===== src/rtl/multiplier_unit_pkg.sv =====
// Shared definitions for the iterative shift-add multiplier: FSM states and
// default sizing.
package multiplier_unit_pkg;

    localparam int DEFAULT_DATA_WIDTH = 32;
    localparam int ITER_COUNT_WIDTH   = $clog2(DEFAULT_DATA_WIDTH) + 1;

    typedef enum logic [1:0] {
        ST_IDLE     = 2'd0,
        ST_CALC     = 2'd1,
        ST_SIGN_FIX = 2'd2,
        ST_DONE     = 2'd3
    } state_t;

endpackage


===== src/rtl/multiplier_unit_twos_negate.sv =====
// Conditional two's-complement negation; passes the value through unchanged
// when i_negate is low. Negating zero yields zero.
module twos_negate #(
    parameter int WIDTH = 32
) (
    input  logic             i_negate,
    input  logic [WIDTH-1:0] i_value,
    output logic [WIDTH-1:0] o_value
);

    assign o_value = i_negate ? (~i_value + WIDTH'(1)) : i_value;

endmodule


===== src/rtl/multiplier_unit.sv =====
// Iterative shift-add multiplier producing a 2*DATA_WIDTH product (HI/LO)
// for MULT/MULTU, one result bit-step per cycle.
module multiplier_unit
    import multiplier_unit_pkg::*;
#(
    parameter int DATA_WIDTH = DEFAULT_DATA_WIDTH
) (
    input  logic                  clock_signal,
    input  logic                  reset_signal,
    input  logic                  start_signal,
    input  logic                  signed_multiply,
    input  logic [DATA_WIDTH-1:0] multiplicand_input,
    input  logic [DATA_WIDTH-1:0] multiplier_input,
    output logic                  busy_signal,
    output logic                  done_signal,
    output logic [DATA_WIDTH-1:0] product_high_output,
    output logic [DATA_WIDTH-1:0] product_low_output,
    output logic [1:0]            debug_state
);

    // Handshake: start_signal is accepted only while idle (busy low, done low);
    // busy_signal covers CALC and SIGN_FIX; done_signal is a one-cycle pulse
    // marking fresh HI/LO; starts seen while busy or done are dropped, not queued.

    localparam int                 CW        = $clog2(DATA_WIDTH) + 1;
    localparam logic [CW-1:0]      LAST_ITER = CW'(DATA_WIDTH - 1);

    state_t                    r_state;
    state_t                    w_next_state;
    logic [DATA_WIDTH-1:0]     r_multiplicand;
    logic [DATA_WIDTH-1:0]     r_multiplier;
    logic [2*DATA_WIDTH-1:0]   r_accum;
    logic [CW-1:0]             r_count;
    logic                      r_negate;
    logic [DATA_WIDTH-1:0]     r_product_high;
    logic [DATA_WIDTH-1:0]     r_product_low;

    logic [DATA_WIDTH-1:0]     w_mag_a;
    logic [DATA_WIDTH-1:0]     w_mag_b;
    logic [DATA_WIDTH-1:0]     w_addend;
    logic [DATA_WIDTH:0]       w_sum;
    logic [2*DATA_WIDTH-1:0]   w_fixed;
    logic                      w_neg_a;
    logic                      w_neg_b;

    assign w_neg_a = signed_multiply & multiplicand_input[DATA_WIDTH-1];
    assign w_neg_b = signed_multiply & multiplier_input[DATA_WIDTH-1];

    twos_negate #(.WIDTH(DATA_WIDTH)) u_mag_a (
        .i_negate (w_neg_a),
        .i_value  (multiplicand_input),
        .o_value  (w_mag_a)
    );

    twos_negate #(.WIDTH(DATA_WIDTH)) u_mag_b (
        .i_negate (w_neg_b),
        .i_value  (multiplier_input),
        .o_value  (w_mag_b)
    );

    twos_negate #(.WIDTH(2*DATA_WIDTH)) u_fix (
        .i_negate (r_negate),
        .i_value  (r_accum),
        .o_value  (w_fixed)
    );

    // The carry out of the upper-half add becomes the new accumulator MSB.
    assign w_addend = r_multiplier[0] ? r_multiplicand : '0;
    assign w_sum    = {1'b0, r_accum[2*DATA_WIDTH-1:DATA_WIDTH]} + {1'b0, w_addend};

    always_ff @(posedge clock_signal) begin
        if (reset_signal) begin
            r_state        <= ST_IDLE;
            r_multiplicand <= '0;
            r_multiplier   <= '0;
            r_accum        <= '0;
            r_count        <= '0;
            r_negate       <= 1'b0;
            r_product_high <= '0;
            r_product_low  <= '0;
        end else begin
            r_state <= w_next_state;
            case (r_state)
                ST_IDLE: begin
                    if (start_signal) begin
                        r_multiplicand <= w_mag_a;
                        r_multiplier   <= w_mag_b;
                        r_negate       <= w_neg_a ^ w_neg_b;
                        r_accum        <= '0;
                        r_count        <= '0;
                    end
                end
                ST_CALC: begin
                    r_accum      <= {w_sum, r_accum[DATA_WIDTH-1:1]};
                    r_multiplier <= r_multiplier >> 1;
                    r_count      <= r_count + CW'(1);
                end
                ST_SIGN_FIX: begin
                    {r_product_high, r_product_low} <= w_fixed;
                end
                default: ;
            endcase
        end
    end

    always_comb begin
        w_next_state = r_state;
        case (r_state)
            ST_IDLE:     if (start_signal) w_next_state = ST_CALC;
            ST_CALC:     if (r_count == LAST_ITER) w_next_state = ST_SIGN_FIX;
            ST_SIGN_FIX: w_next_state = ST_DONE;
            ST_DONE:     w_next_state = ST_IDLE;
            default:     w_next_state = ST_IDLE;
        endcase
    end

    assign busy_signal         = (r_state == ST_CALC) || (r_state == ST_SIGN_FIX);
    assign done_signal         = (r_state == ST_DONE);
    assign product_high_output = r_product_high;
    assign product_low_output  = r_product_low;
    assign debug_state         = r_state;

endmodule


===== config.mk =====
export PLATFORM = sky130hd
export DESIGN_NAME = multiplier_unit
export DESIGN_NICKNAME = d
export VERILOG_FILES = /design/src/rtl/multiplier_unit_pkg.sv /design/src/rtl/multiplier_unit_twos_negate.sv /design/src/rtl/multiplier_unit.sv
export SDC_FILE = /design/constraint.sdc
export NUM_CORES = 1
export LEC_CHECK = 0
export ABC_AREA = 1
export CAP_MARGIN = 30
export CORE_MARGIN = 2
export CORE_UTILIZATION = 45
export DETAILED_ROUTE_END_ITERATION = 12
export HOLD_SLACK_MARGIN = 0.1
export PLACE_DENSITY = 0.7
export SETUP_SLACK_MARGIN = 0.2
export SYNTH_ARGS = -nofsm -noshare
export SYNTH_HDL_FRONTEND = slang
export SYNTH_SLANG_ARGS = --single-unit
export TNS_END_PERCENT = 5

===== constraint.sdc =====
create_clock -name clock_signal -period 2.59 [get_ports clock_signal]
set_input_delay 0.3885 -clock clock_signal [delete_from_list [all_inputs] [get_ports clock_signal]]
set_output_delay 0.3885 -clock clock_signal [all_outputs]
set_load 0.03 [all_outputs]

==> results of run 1 <==
[through the flow]
| stage | cell area (um^2) | util (%) | instances | hold WS (ps) |
|---|---|---|---|---|
| after floorplan | 14370 | - | 2499 | 442.2 |
| after global placement | 16170 | 51.36 | 2979 | 452.7 |
| after detailed placement | 16170 | 51.36 | 2979 | 456.0 |
| after CTS | 17000 | 54.00 | 3021 | 464.7 |
| after global routing | 17030 | 54.09 | 3021 | 481.1 |
| final | 17030 | 54.09 | 3021 | 451.5 |
[sequential cells by signal, summed over array words and instances, names as in the netlist]
register and count:
debug_state 2, product_high_output 32, r_accum 64, r_multiplicand 32, r_multiplier 32, r_negate 1
r_count 6, product_low_output 32
[final timing paths]
check | startpoint | to | slack (ps) | cells after the start
min reg2reg | r_multiplier[7]$_SDFFE_PP0P_ | r_multiplier[7]$_SDFFE_PP0P_ | 460 | 2
max | r_multiplier[0]$_SDFFE_PP0P_ | r_accum[57]$_SDFFE_PP0P_ | 290 | 13
min | reset_signal | r_multiplier[22]$_SDFFE_PP0P_ | 450 | 3
max reg2reg | r_multiplier[0]$_SDFFE_PP0P_ | r_accum[57]$_SDFFE_PP0P_ | 290 | 13
[Yosys cell counts (8+ instances only)]
cell	n	area, um^2
nand4_1	29	181.4
inv_1	329	1235
ha_1	40	500.5
nand3_1	179	895.9
clkbuf_1	62	232.7
nand2_1	775	2909
o21ai_0	108	540.5
o21ai_1	10	50.05
nor2_1	396	1486
o211ai_1	15	112.6
inv_2	8	30.03
a21oi_1	176	880.8
a31oi_1	8	50.05
xnor2_1	13	113.9
buf_2	18	90.09
nand3b_1	10	75.07
xor2_1	26	227.7
dfxtp_1	201	4024
nor3_1	16	80.08
o221ai_1	10	87.58
[final cells by class]
type | instances | area share [%]
inverter | 340 | 7.496
timing repair buffer | 164 | 9.679
sequential | 201 | 23.65
clock buffer | 36 | 4.321
multi-input combinational | 1872 | 51.34
tap | 402 | 2.954
clock inverter | 6 | 0.5585
[per-layer routing]
layer / routed length [um] / up-vias / global-route usage [%]
li1: - / 8094 / -
met1: 20510 / 7136 / 35.38
met2: 21210 / 431 / 45.69
met3: 2178 / 97 / 2.554
met4: 1502 / 0 / 8.839
met5: 0 / - / 0
[worst min-delay path, cell delays in order]
cell     delay [ps]
buf_4           120
buf_12          240
a21oi_1         180
[cell families (layout without fill, tap and decap cells)]
family / after synthesis / after routing / synth area share [%]
AOI/OAI and AO/OA: 349 / 349 / 13.32
xor gates and xnor gates: 39 / 39 / 2.377
adders and majority gates: 41 / 41 / 3.623
buffers and inverters: 426 / 546 / 11.39
DFF: 201 / 201 / 28.01
and+or+nand+nor: 1443 / 1443 / 41.29
[timing repair]
| action | CTS | global route |
|---|---|---|
| gates cloned | 0 | 0 |
| hold buffers | 0 | 0 |
| endpoints found under the setup margin | 2 | 24 |
| gates resized for setup | 1 | 10 |
[report_power, final]
part           internal, uW  switching, uW
registers              3770            413
logic                  1850           3430
clock network          2150           1370
[cell usage in the layout, fill, tap and decap left out, drive strengths merged, types with 3 or more instances in the layout]
cell type / Yosys / layout
nor2: 410 / 410
a31oi: 8 / 8
a21o: 4 / 4
nand4: 29 / 29
nand2: 783 / 783
ha: 40 / 40
nor3: 16 / 16
a21oi: 178 / 178
and2: 3 / 3
clkbuf: 62 / 36
o211ai: 15 / 15
o21ai: 125 / 125
clkdlybuf4s50: 0 / 133
xor2: 26 / 26
dfxtp: 201 / 201
nand3b: 11 / 11
nand3: 184 / 184
clkinv: 3 / 6
o221ai: 10 / 10
xnor2: 13 / 13
inv: 337 / 338
buf: 24 / 30
==> reports/metrics.csv, run 1 <==
stage;metric;value;unit
power_and_ir_drop;powerDensity;762.6;mW/mm^2
placed_design;port_buffers;135;
critical_path;cp-end-kind;flop;
layout;nets;2712;
cts;cts_max_path_buffers;3;
global_route;grt_pass1_vias;14520;
layout;seq_area;0.004026;mm^2
die;core_area;0.03147;mm^2
placed_design;dp_hpwl;34.70;mm
power_and_ir_drop;power;12980;uW
critical_path;crit_buf_inv;2;
power_and_ir_drop;power_leakage;0.008669;uW
sta;finalHoldViolCount;0;
drt;antenna_left;0;
layout;drive_gt1_share;4.773;%
sta;worst_pin_slew;846.8;ps
sta;fin_ws;293.1;ps
logic_synthesis;ys_seq_area_share;28.01;%
drt;route.detailed.vias_per_inst;5.216;
min_path;hold_class;input port to flop;
critical_path;startpoint_type;flop;
drt;wirelength;45.40;mm
sta;fmaxAchievable;435.4;MHz
job;maxCapViolations;0;
critical_path;arrival;2670;ps
cts;cts_tree;built;
global_route;grt_pass1_wl;73.11;mm
sta;setup_viol;0;
critical_path;cp_slowest_cell;ha_1;
layout;num_antenna_cells;0;
cts;cts_buffers;24;
global_route;globalRouteOverflowTotal;0;
drt;via_count;15760;
logic_synthesis;synth.ff_latch_count;201;
cts;clock_sinks;201;
sta;finalCritPeriodShare;88.69;%
cts;insertion_delay;530;ps
global_route;grt_start_max_net_pins;144;
drt;firstDrtPassIters;5;
logic_synthesis;synthFlopType;dfxtp_1;
drt;post_drt_wl_per_cell;15.03;um
sta;post-route-min-period;2297;ps
logic_synthesis;syn-num-nets;2608;
die;rows;65;
critical_path;crit_path_max_fanout;30;
logic_synthesis;synth-edff-count;0;
drt;initialDrtViolationCount;1088;
cts;clockRootBuffer;clkbuf_16;
global_route;track_usage;26.73;%
cts;cts_max_level;1;
cts;path_clk_slew;60;ps
run_status;status;completed;
critical_path;crit_family;simple AND/OR/NAND/NOR gates;
critical_path;cpPeakStageDelay;370;ps
layout;nFillCells;3298;
logic_synthesis;async_reset_ff_share;0;%
logic_synthesis;yosys_warnings;0;
logic_synthesis;syn_area_per_cell;5.749;um^2
cts;postCtsSetupRepairBufs;0;
layout;area_delta_synth_final;18.50;%
die;io_pins;136;
layout;multi_input_area;0.008741;mm^2
logic_synthesis;syn_inst;2499;
critical_path;critical_path_required;2970;ps
critical_path;worstSetupPathType;flop to flop;
critical_path;cp_cell_sequence;buf_8, nand2_1, inv_1, ha_1, nand2_1, nor2_1, nand3_1, nand3_1, nand2_1, nand2_1, nand2_1, nand3_1, a21oi_1;
die;die_x;182.7;um
drt;drcViolationCount;0;
sta;slew_violations;0;
critical_path;crit_top_cell;nand2_1;
sta;rsz0062_at_grt;yes;
sta;slew-limit-headroom;43.20;%
sta;final.setup.tns;0;ps
die;dieArea;0.03337;mm^2
placed_design;pre_cts_ws;172.4;ps
sta;skew;19.17;ps
logic_synthesis;synth_area;0.01437;mm^2
logic_synthesis;synthDistinctLibCells;46;
die;initial_core_util;45.65;%
global_route;grt_antenna_before_repair;0;
die;die_h;182.7;um
placed_design;gp_congestion;0.9362;
power_and_ir_drop;irDropWorstVdd;0.5850;mV
No activity file was read; power rests on OpenSTA's default activity.
==> inputs of run 2 (changes only) <==
--- a/config.mk
+++ b/config.mk
@@ -13,6 +13,7 @@
 export HOLD_SLACK_MARGIN = 0.1
 export PLACE_DENSITY = 0.7
 export SETUP_SLACK_MARGIN = 0.2
+export SKIP_LAST_GASP = 1
 export SYNTH_ARGS = -nofsm -noshare
 export SYNTH_HDL_FRONTEND = slang
 export SYNTH_SLANG_ARGS = --single-unit
==> constraint.sdc (replaced) <==
create_clock -name clock_signal -period 2.59 [get_ports clock_signal]
set_input_delay 0.3885 -clock clock_signal [delete_from_list [all_inputs] [get_ports clock_signal]]
set_output_delay 0.3885 -clock clock_signal [all_outputs]
set_load 0.05 [all_outputs]
==> results of run 2 <==
Same layout as run 1 (identical final DEF). Status: completed.
Among the figures that moved: total power 12980 uW -> 13490 uW; worst IR drop on VDD 0.5850 mV -> 0.5851 mV
